**src/rtl/vga_pkg.sv**
```systemverilog
// Shared 640x480@60 timing constants, framebuffer geometry and the
// decode payload passed between the timing generator and the scanout pipeline.
package vga_pkg;

    localparam int unsigned VGA_H_ACTIVE = 640;
    localparam int unsigned VGA_H_FP     = 16;
    localparam int unsigned VGA_H_SYNC   = 96;
    localparam int unsigned VGA_H_BP     = 48;
    localparam int unsigned VGA_H_TOTAL  = VGA_H_ACTIVE + VGA_H_FP + VGA_H_SYNC + VGA_H_BP;

    localparam int unsigned VGA_V_ACTIVE = 480;
    localparam int unsigned VGA_V_FP     = 10;
    localparam int unsigned VGA_V_SYNC   = 2;
    localparam int unsigned VGA_V_BP     = 33;
    localparam int unsigned VGA_V_TOTAL  = VGA_V_ACTIVE + VGA_V_FP + VGA_V_SYNC + VGA_V_BP;

    localparam int unsigned H_CNT_W = 10;
    localparam int unsigned V_CNT_W = 10;

    localparam int unsigned FB_W   = 160;
    localparam int unsigned FB_H   = 120;
    localparam int unsigned FB_X_W = $clog2(FB_W);
    localparam int unsigned FB_Y_W = $clog2(FB_H);

    localparam int unsigned SCALE_SHIFT_DEF = 2;

    typedef struct packed {
        logic vis;
        logic hs_n;
        logic vs_n;
        logic fs;
        logic vb;
    } vga_dec_t;

    localparam vga_dec_t DEC_IDLE = '{vis: 1'b0, hs_n: 1'b1, vs_n: 1'b1, fs: 1'b0, vb: 1'b0};

endpackage

```
**src/rtl/vga_timing.sv**
```systemverilog
// Horizontal/vertical counters with their decodes registered once (stage S1).
// vis_c exposes the unregistered visibility decode so the read port can share S1.
module vga_timing
    import vga_pkg::*;
#(
    parameter int unsigned H_ACTIVE = VGA_H_ACTIVE,
    parameter int unsigned H_FP     = VGA_H_FP,
    parameter int unsigned H_SYNC   = VGA_H_SYNC,
    parameter int unsigned H_BP     = VGA_H_BP,
    parameter int unsigned V_ACTIVE = VGA_V_ACTIVE,
    parameter int unsigned V_FP     = VGA_V_FP,
    parameter int unsigned V_SYNC   = VGA_V_SYNC,
    parameter int unsigned V_BP     = VGA_V_BP
) (
    input  logic               clk,
    input  logic               rst,
    output logic [H_CNT_W-1:0] h_cnt,
    output logic [V_CNT_W-1:0] v_cnt,
    output logic               vis_c,
    output vga_dec_t           dec
);

    localparam int unsigned H_TOTAL  = H_ACTIVE + H_FP + H_SYNC + H_BP;
    localparam int unsigned V_TOTAL  = V_ACTIVE + V_FP + V_SYNC + V_BP;
    localparam int unsigned HS_START = H_ACTIVE + H_FP;
    localparam int unsigned HS_END   = HS_START + H_SYNC;
    localparam int unsigned VS_START = V_ACTIVE + V_FP;
    localparam int unsigned VS_END   = VS_START + V_SYNC;

    logic     h_last;
    logic     v_last;
    vga_dec_t dec_c;

    assign h_last = (h_cnt == H_CNT_W'(H_TOTAL - 1));
    assign v_last = (v_cnt == V_CNT_W'(V_TOTAL - 1));

    // Line counter advances only on the horizontal wrap.
    always_ff @(posedge clk or posedge rst) begin
        if (rst) begin
            h_cnt <= '0;
            v_cnt <= '0;
        end else begin
            h_cnt <= h_last ? '0 : h_cnt + H_CNT_W'(1);
            if (h_last) begin
                v_cnt <= v_last ? '0 : v_cnt + V_CNT_W'(1);
            end
        end
    end

    always_comb begin
        dec_c      = DEC_IDLE;
        dec_c.vis  = (h_cnt < H_CNT_W'(H_ACTIVE)) && (v_cnt < V_CNT_W'(V_ACTIVE));
        dec_c.hs_n = !((h_cnt >= H_CNT_W'(HS_START)) && (h_cnt < H_CNT_W'(HS_END)));
        dec_c.vs_n = !((v_cnt >= V_CNT_W'(VS_START)) && (v_cnt < V_CNT_W'(VS_END)));
        dec_c.fs   = (h_cnt == '0) && (v_cnt == '0);
        dec_c.vb   = (v_cnt >= V_CNT_W'(V_ACTIVE));
    end

    assign vis_c = dec_c.vis;

    always_ff @(posedge clk or posedge rst) begin
        if (rst) begin
            dec <= DEC_IDLE;
        end else begin
            dec <= dec_c;
        end
    end

endmodule

```
**src/rtl/fb_scanout.sv**
```systemverilog
// Framebuffer scanout: issues 4x4-replicated reads and aligns the RAM data with
// sync/blanking decodes so all display outputs land together, 3 clk after the counters.
module fb_scanout
    import vga_pkg::*;
#(
    parameter int unsigned H_ACTIVE    = VGA_H_ACTIVE,
    parameter int unsigned H_FP        = VGA_H_FP,
    parameter int unsigned H_SYNC      = VGA_H_SYNC,
    parameter int unsigned H_BP        = VGA_H_BP,
    parameter int unsigned V_ACTIVE    = VGA_V_ACTIVE,
    parameter int unsigned V_FP        = VGA_V_FP,
    parameter int unsigned V_SYNC      = VGA_V_SYNC,
    parameter int unsigned V_BP        = VGA_V_BP,
    parameter int unsigned SCALE_SHIFT = SCALE_SHIFT_DEF,
    parameter int unsigned PIX_W       = 1
) (
    input  logic              clk,
    input  logic              rst,
    output logic              rd_en,
    output logic [FB_X_W-1:0] rd_x,
    output logic [FB_Y_W-1:0] rd_y,
    input  logic [PIX_W-1:0]  rd_data,
    output logic              hsync,
    output logic              vsync,
    output logic [PIX_W-1:0]  pixel_out,
    output logic              active,
    output logic              vblank,
    output logic              frame_start
);

    logic [H_CNT_W-1:0] h_cnt;
    logic [V_CNT_W-1:0] v_cnt;
    logic               vis_c;
    vga_dec_t           dec_s1;
    vga_dec_t           dec_s2;

    vga_timing #(
        .H_ACTIVE (H_ACTIVE),
        .H_FP     (H_FP),
        .H_SYNC   (H_SYNC),
        .H_BP     (H_BP),
        .V_ACTIVE (V_ACTIVE),
        .V_FP     (V_FP),
        .V_SYNC   (V_SYNC),
        .V_BP     (V_BP)
    ) u_timing (
        .clk   (clk),
        .rst   (rst),
        .h_cnt (h_cnt),
        .v_cnt (v_cnt),
        .vis_c (vis_c),
        .dec   (dec_s1)
    );

    // S1 read port; the address holds during blanking so the RAM sees no spurious changes.
    always_ff @(posedge clk or posedge rst) begin
        if (rst) begin
            rd_en <= 1'b0;
            rd_x  <= '0;
            rd_y  <= '0;
        end else begin
            rd_en <= vis_c;
            if (vis_c) begin
                rd_x <= FB_X_W'(h_cnt >> SCALE_SHIFT);
                rd_y <= FB_Y_W'(v_cnt >> SCALE_SHIFT);
            end
        end
    end

    // S2 waits out the RAM read latency; S3 masks data and registers every display output.
    always_ff @(posedge clk or posedge rst) begin
        if (rst) begin
            dec_s2      <= DEC_IDLE;
            pixel_out   <= '0;
            active      <= 1'b0;
            hsync       <= 1'b1;
            vsync       <= 1'b1;
            vblank      <= 1'b0;
            frame_start <= 1'b0;
        end else begin
            dec_s2      <= dec_s1;
            pixel_out   <= dec_s2.vis ? rd_data : '0;
            active      <= dec_s2.vis;
            hsync       <= dec_s2.hs_n;
            vsync       <= dec_s2.vs_n;
            vblank      <= dec_s2.vb;
            frame_start <= dec_s2.fs;
        end
    end

endmodule

```
**config.mk**
```make
export PLATFORM = sky130hd
export DESIGN_NAME = fb_scanout
export DESIGN_NICKNAME = d
export VERILOG_FILES = /design/src/rtl/vga_pkg.sv /design/src/rtl/vga_timing.sv /design/src/rtl/fb_scanout.sv
export SDC_FILE = /design/constraint.sdc
export NUM_CORES = 1
export LEC_CHECK = 0
export CAP_MARGIN = 0
export CORE_MARGIN = 2
export CORE_UTILIZATION = 45
export DETAILED_ROUTE_END_ITERATION = 12
export PLACE_DENSITY_LB_ADDON = 0.1
export SETUP_SLACK_MARGIN = 0.3
export SYNTH_ARGS = -nofsm -noshare
export SYNTH_HDL_FRONTEND = slang
export SYNTH_SLANG_ARGS = --single-unit
```
**constraint.sdc**
```tcl
create_clock -name clk -period 2.1 [get_ports clk]
set_input_delay 0.42 -clock clk [delete_from_list [all_inputs] [get_ports clk]]
set_output_delay 0.42 -clock clk [all_outputs]
set_load 0.02 [all_outputs]
```
==> results of run 1 <==
logic make-up after synthesis:
kind of cell | count (synthesis)
AOI/OAI and AO/OA | 16
xor gates and xnor gates | 11
adders and majority gates | 4
buffers and inverters | 16
DFF | 51
muxes | 14
and+or+nand+nor | 65
final cells by class:
cell class                 count  share of cell area
clock buffer                   6              0.0288
inverter                       9              0.0134
timing repair buffer          28               0.111
tap                           54              0.0268
multi-input combinational    110               0.305
sequential                    51               0.510
clock inverter                 2             0.00496
cell usage in the layout, fill, tap and decap left out, types with 2 or more instances in the layout:
cell / netlist / final
o21ai_0: 7 / 7
and3_2: 2 / 2
a21oi_1: 8 / 8
or4_1: 2 / 2
and3_1: 3 / 3
clkbuf_8: 1 / 5
ha_1: 4 / 3
dlygate4sd2_1: 0 / 2
mux2_2: 13 / 13
xnor2_1: 6 / 6
inv_1: 9 / 8
or3_1: 2 / 2
nand2_1: 9 / 9
nor3_1: 3 / 3
nor2_1: 15 / 15
nand4_1: 7 / 7
dfrtp_2: 0 / 2
dfrtp_1: 45 / 43
buf_4: 2 / 3
nand3_1: 12 / 12
dfstp_2: 6 / 6
xor2_1: 5 / 5
clkdlybuf4s50_1: 0 / 22
worst paths after layout:
kind | startpoint | endpoint | slack, ns
max | rd_x[7]$_DFFE_PP0P_ | rd_x[7] | 0.39
min | dec_s2[1]$_DFF_PP0_ | frame_start$_DFF_PP0_ | 0.36
max reg2reg | u_timing.h_cnt[1]$_DFF_PP0_ | u_timing.v_cnt[9]$_DFFE_PP0N_ | 0.42
min reg2reg | dec_s2[1]$_DFF_PP0_ | frame_start$_DFF_PP0_ | 0.36
max in group asynchronous | rst | u_timing.dec[2]$_DFF_PP1_ | 1.16
min in group asynchronous | rst | u_timing.v_cnt[4]$_DFFE_PP0N_ | 0.39
flip-flops by register name (all words and copies together) (netlist names), 5 cells and up:
name,flops
u_timing.h_cnt,10
u_timing.dec,5
rd_x,8
dec_s2,5
rd_y,7
u_timing.v_cnt,10
power by group:
part           total (uW)  internal [uW]  switching, uW
combinational        29.9           9.25           20.6
clock                 552            234            319
sequential            983            983          0.268
per-stage QoR:
step	hold slack, ns	worst slack (ns)	total power, uW
2_1_floorplan	0.331	0.460	1020
3_3_place_gp	0.333	0.432	1030
3_5_place_dp	0.338	0.357	1030
4_1_cts	0.359	0.342	1580
5_1_grt	0.361	0.296	1620
6_report	0.356	0.393	1570
timing repair:
action	in CTS	in global routing
endpoints found under the setup margin	2	12
setup buffers	0	1
resized for setup	2	4
pin swaps	0	1
metal layers:
layer  wire length (um)  vias to the layer above  global-route usage
met1               1810                      677               0.218
met5                  0                        -                   0
met2               1670                       34               0.228
li1                   -                      657                   -
met4                 70                        0              0.0823
met3                168                        6              0.0442
==> flow_summary.yaml, run 1 <==
cells_and_area:
  drive_above_1_share: 0.204
  fin_nets: 212
  postLayoutCoreUtil: 0.541
  final_area_sq_um: 2520
  stdcell_count: 260
  regArea_sq_um: 1290
  num_antenna_cells: 0
  num-fill-cells: 406
  multi_input_area_sq_um: 771
  area_growth_pct: 17.6
synthesis:
  synth_area_leaders: "dfrtp_1 (52%), dfstp_2 (7.3%), mux2_2 (6.8%), nand3_1 (2.8%), nor2_1 (2.6%)"
  ys_async_sr_fraction: 1.00
  synthTopCellsByCount: "dfrtp_1 (45), nor2_1 (15), mux2_2 (13)"
  ys_seq_area_frac: 0.598
  yosysUniqueCellTypes: 36
  synth_simple_gate_area_frac: 0.174
  synthCells: 177
  synth_compound_area_frac: 0.0385
  avgSynthCellArea_sq_um: 12.1
  synth_top_family_by_area: "simple AND/OR/NAND/NOR gates"
  ys.flop_type: "dfrtp_1"
  synth-xor-area-share: 0.0449
  yosysMostFrequentCell: "dfrtp_1"
  ys_warn_count: 0
  post_synth_fa_ha_maj_area_fraction: 0.0233
  yosys_register_bits: 51
  synth_top_cell_area_share: 0.525
  synth_nets: 184
  synth-edff-count: 0
  synth.cell_area_sq_um: 2150
  synth_mux_area_frac: 0.0729
  synth_largest_area_cell: "dfrtp_1"
clocking:
  cts_tree: "built"
  clkTransAtPathRegs_ns: 0.10
  clockBufferDepth: 2
  htreeDepth: 2
  cts_buffers: 5
  postCtsHoldBufs: 0
  clk_latency_ns: 0.30
  cts.sinks: 51
  root_buffer: "clkbuf_8"
min_path:
  hold_path_class: "reg -> reg"
  worstHoldPathCells: 0
critical_path:
  cp.required_ns: 1.68
  crit_path_end_kind: "output port"
  worst-path-buf-inv: 1
  crit_slowest_cell: "clkdlybuf4s50_1"
  cp.arrival_ns: 1.29
  slowest_delay_ns: 0.61
  crit_chain: "clkdlybuf4s50_1"
  crit_type: "reg -> out"
  cp_max_fo: 2
  path_depth: 1
  reg2reg_depth: 5
  crit_path_start_kind: "register"
  crit_family: "buffers and inverters"
drt:
  drt_wl_total_um: 3720
  ant_nets: 0
  wl_per_cell_um: 14.3
  drc: 0
  drtIter0Drc: 81
  vias: 1374
  drt-pass1-iter-count: 4
  routed_via_density: 5.28
place:
  detailed_place_hpwl_um: 2600
  place_area_sq_um: 2420
  place_congestion: 0.864
  port_buffers: 24
  place_inst: 251
job:
  maxCapViolCount: 0
global_route:
  grt_overflow_total: 0
  grt_pass1_vias: 1296
  grt_max_degree: 38
  grt_util_all_layers: 0.158
  grt_pass1_wl_um: 6350
  antenna_found_initial: 0
die:
  initial_utilization: 0.460
  dieWidth_um: 73.1
  fp-row-count: 25
  fp.coreArea_sq_um: 4660
  pin_count: 25
  die_h_um: 73.1
  die-area_sq_um: 5340
status:
  outcome: "completed"
timing:
  finalClockSkew_ns: 0.0101
  max_freq_mhz: 586
  finalHoldViolCount: 0
  rsz0062_at_grt: "yes"
  worst_pin_slew_ns: 0.383
  setup_violations: 0
  min_period_ns: 1.71
  finalSetupTns_ns: 0
  final_max_slew_viol_count: 0
  relSlewSlack: 0.745
  fin_crit_sh: 0.813
power_and_ir_drop:
  ir_drop_mv: 0.331
  p_leak_uw: 0.00109
  power_density_nw_per_um2: 620
Note: power is estimated with default switching activity, not from simulation.
==> run 2: changes to the inputs <==
clock period = 1.6 ns   (was 2.1 ns; I/O delays follow)
==> run 2 against run 1 <==
Sequential share of layout area is 7.3 points lower. Utilization is 9.1 points higher. Clock skew is 0.0021 ns lower. Via count is 12% higher. Critical endpoint is now u_timing.dec[1]$_DFF_PP0_. Largest power group unchanged.
==> flow_summary.yaml, run 2 (synthesized netlist as in run 1, its figures left out) <==
status:
  outcome: "completed"
timing:
  finalHoldViolCount: 0
  worst_pin_slew_ns: 0.361
  relSlewSlack: 0.759
  min_period_ns: 1.53
  finalSetupTns_ns: 0
  finalClockSkew_ns: 0.00799
  max_freq_mhz: 654
  setup_violations: 0
  rsz0062_at_grt: "yes"
  final_max_slew_viol_count: 0
  fin_crit_sh: 0.956
global_route:
  grt_overflow_total: 0
  grt_pass1_wl_um: 6960
  grt_util_all_layers: 0.173
  grt_max_degree: 28
  grt_pass1_vias: 1434
  antenna_found_initial: 0
cells_and_area:
  area_growth_pct: 37.4
  layout_commonest_cell: "dfrtp_1"
  regArea_sq_um: 1290
  final_area_sq_um: 2950
  layout_common_cells: "dfrtp_1 (43), buf_4 (31), mux2_4 (12)"
  multi_input_area_sq_um: 942
  num_antenna_cells: 0
  num-fill-cells: 351
  drive_above_1_share: 0.515
  fin_nets: 245
  top_regs: "u_timing.h_cnt x10, u_timing.v_cnt x10, rd_x x8"
die:
  initial_utilization: 0.460
  die-area_sq_um: 5340
  pin_count: 25
  fp-row-count: 25
  fp.coreArea_sq_um: 4660
  dieWidth_um: 73.1
  die_h_um: 73.1
drt:
  drc: 0
  ant_nets: 0
  drt-pass1-iter-count: 4
  wl_per_cell_um: 15.5
  drtIter0Drc: 68
  vias: 1534
  routed_via_density: 5.24
  drt_wl_total_um: 4550
critical_path:
  cp_max_fo: 4
  crit_type: "reg -> reg"
  cp.arrival_ns: 1.77
  crit_path_start_kind: "register"
  r2r-start: "u_timing.h_cnt[0]$_DFF_PP0_"
  crit_path_start: "u_timing.h_cnt[0]$_DFF_PP0_"
  cp.required_ns: 1.84
  crit_path_end_kind: "register"
job:
  maxCapViolCount: 0
place:
  detailed_place_hpwl_um: 2930
  port_buffers: 24
  place_area_sq_um: 2590
  place_congestion: 0.892
power_and_ir_drop:
  power_uw: 2220
  power_density_nw_per_um2: 753
  ir_drop_mv: 0.441
  p_leak_uw: 0.00134
min_path:
  hold_path_class: "in -> async"
clocking:
  clkTransAtPathRegs_ns: 0.09
  clockBufferDepth: 2
  cts.sinks: 51
  htreeDepth: 2
  clk_latency_ns: 0.30
  cts_tree: "built"
  postCtsHoldBufs: 0
  cts_buffers: 5
  root_buffer: "clkbuf_8"
run 2: cell types whose count changed in the layout (fill, tap and decap cells not counted), moves of 5 or more:
cell,previous run,this run
buf_2,0,10
buf_4,3,31
clkbuf_2,0,5
clkdlybuf4s15_2,0,5
clkdlybuf4s50_1,22,2
mux2_2,13,1
mux2_4,0,12
run 2: power breakdown:
group / internal, uW / total [uW] / switching (uW) / leakage, uW
Combinational: 13.6 / 42.7 / 29.1 / 0.000641
Clock: 467 / 888 / 421 / 0.0000514
Sequential: 1290 / 1290 / 0.348 / 0.000646
run 2: worst max-delay path, cell delays in order (launching register included):
cell	delay, ns
dfrtp_1	0.42
buf_4	0.14
buf_4	0.13
inv_1	0.05
ha_1	0.15
or4b_4	0.45
nor3_2	0.11
run 2: path summary, 6_finish.rpt:
kind                            slack, ns  cells after the start                   endpoint
worst min register to register       0.36                      0        dec_s2[1]$_DFF_PP0_
worst min-delay path                 0.31                      2        dec_s2[0]$_DFF_PP0_
worst max-delay path                 0.07                      6  u_timing.dec[1]$_DFF_PP0_
max in group asynchronous            0.80                      3            vsync$_DFF_PP1_
min in group clk                     0.36                      0        dec_s2[1]$_DFF_PP0_
worst max register to register       0.07                      6  u_timing.dec[1]$_DFF_PP0_
run 2: per-stage QoR:
step | worst slack [ns] | hold WS, ns | utilization | cells
floorplan | 0.0889 | 0.331 | - | 177
global placement | 0.0958 | 0.331 | 0.555 | 266
detailed placement | 0.0223 | 0.340 | 0.555 | 266
CTS | 0.0937 | 0.314 | 0.616 | 285
global route | 0.0193 | 0.325 | 0.632 | 293
finish | 0.0703 | 0.312 | 0.632 | 293
run 2: cell type report:
class	instances	share of cell area
timing repair buffer	61	0.171
multi-input combinational	110	0.320
inverter	9	0.0127
clock inverter	2	0.0127
sequential	51	0.436
clock buffer	6	0.0246
tap	54	0.0229
run 2: routing by layer:
layer,vias up,wire (um),global-route usage
met5,-,0,0
met4,0,68,0.0556
met3,4,152,0.0414
met2,30,2260,0.272
met1,772,2070,0.237
li1,728,-,-
run 2: repair_timing:
item | CTS | global route
gates resized for setup | 84 | 47
endpoints found under the setup margin | 52 | 48
pin swaps | 9 | 8
endpoints found under the hold margin | 0 | 0
buffers inserted | 11 | 8
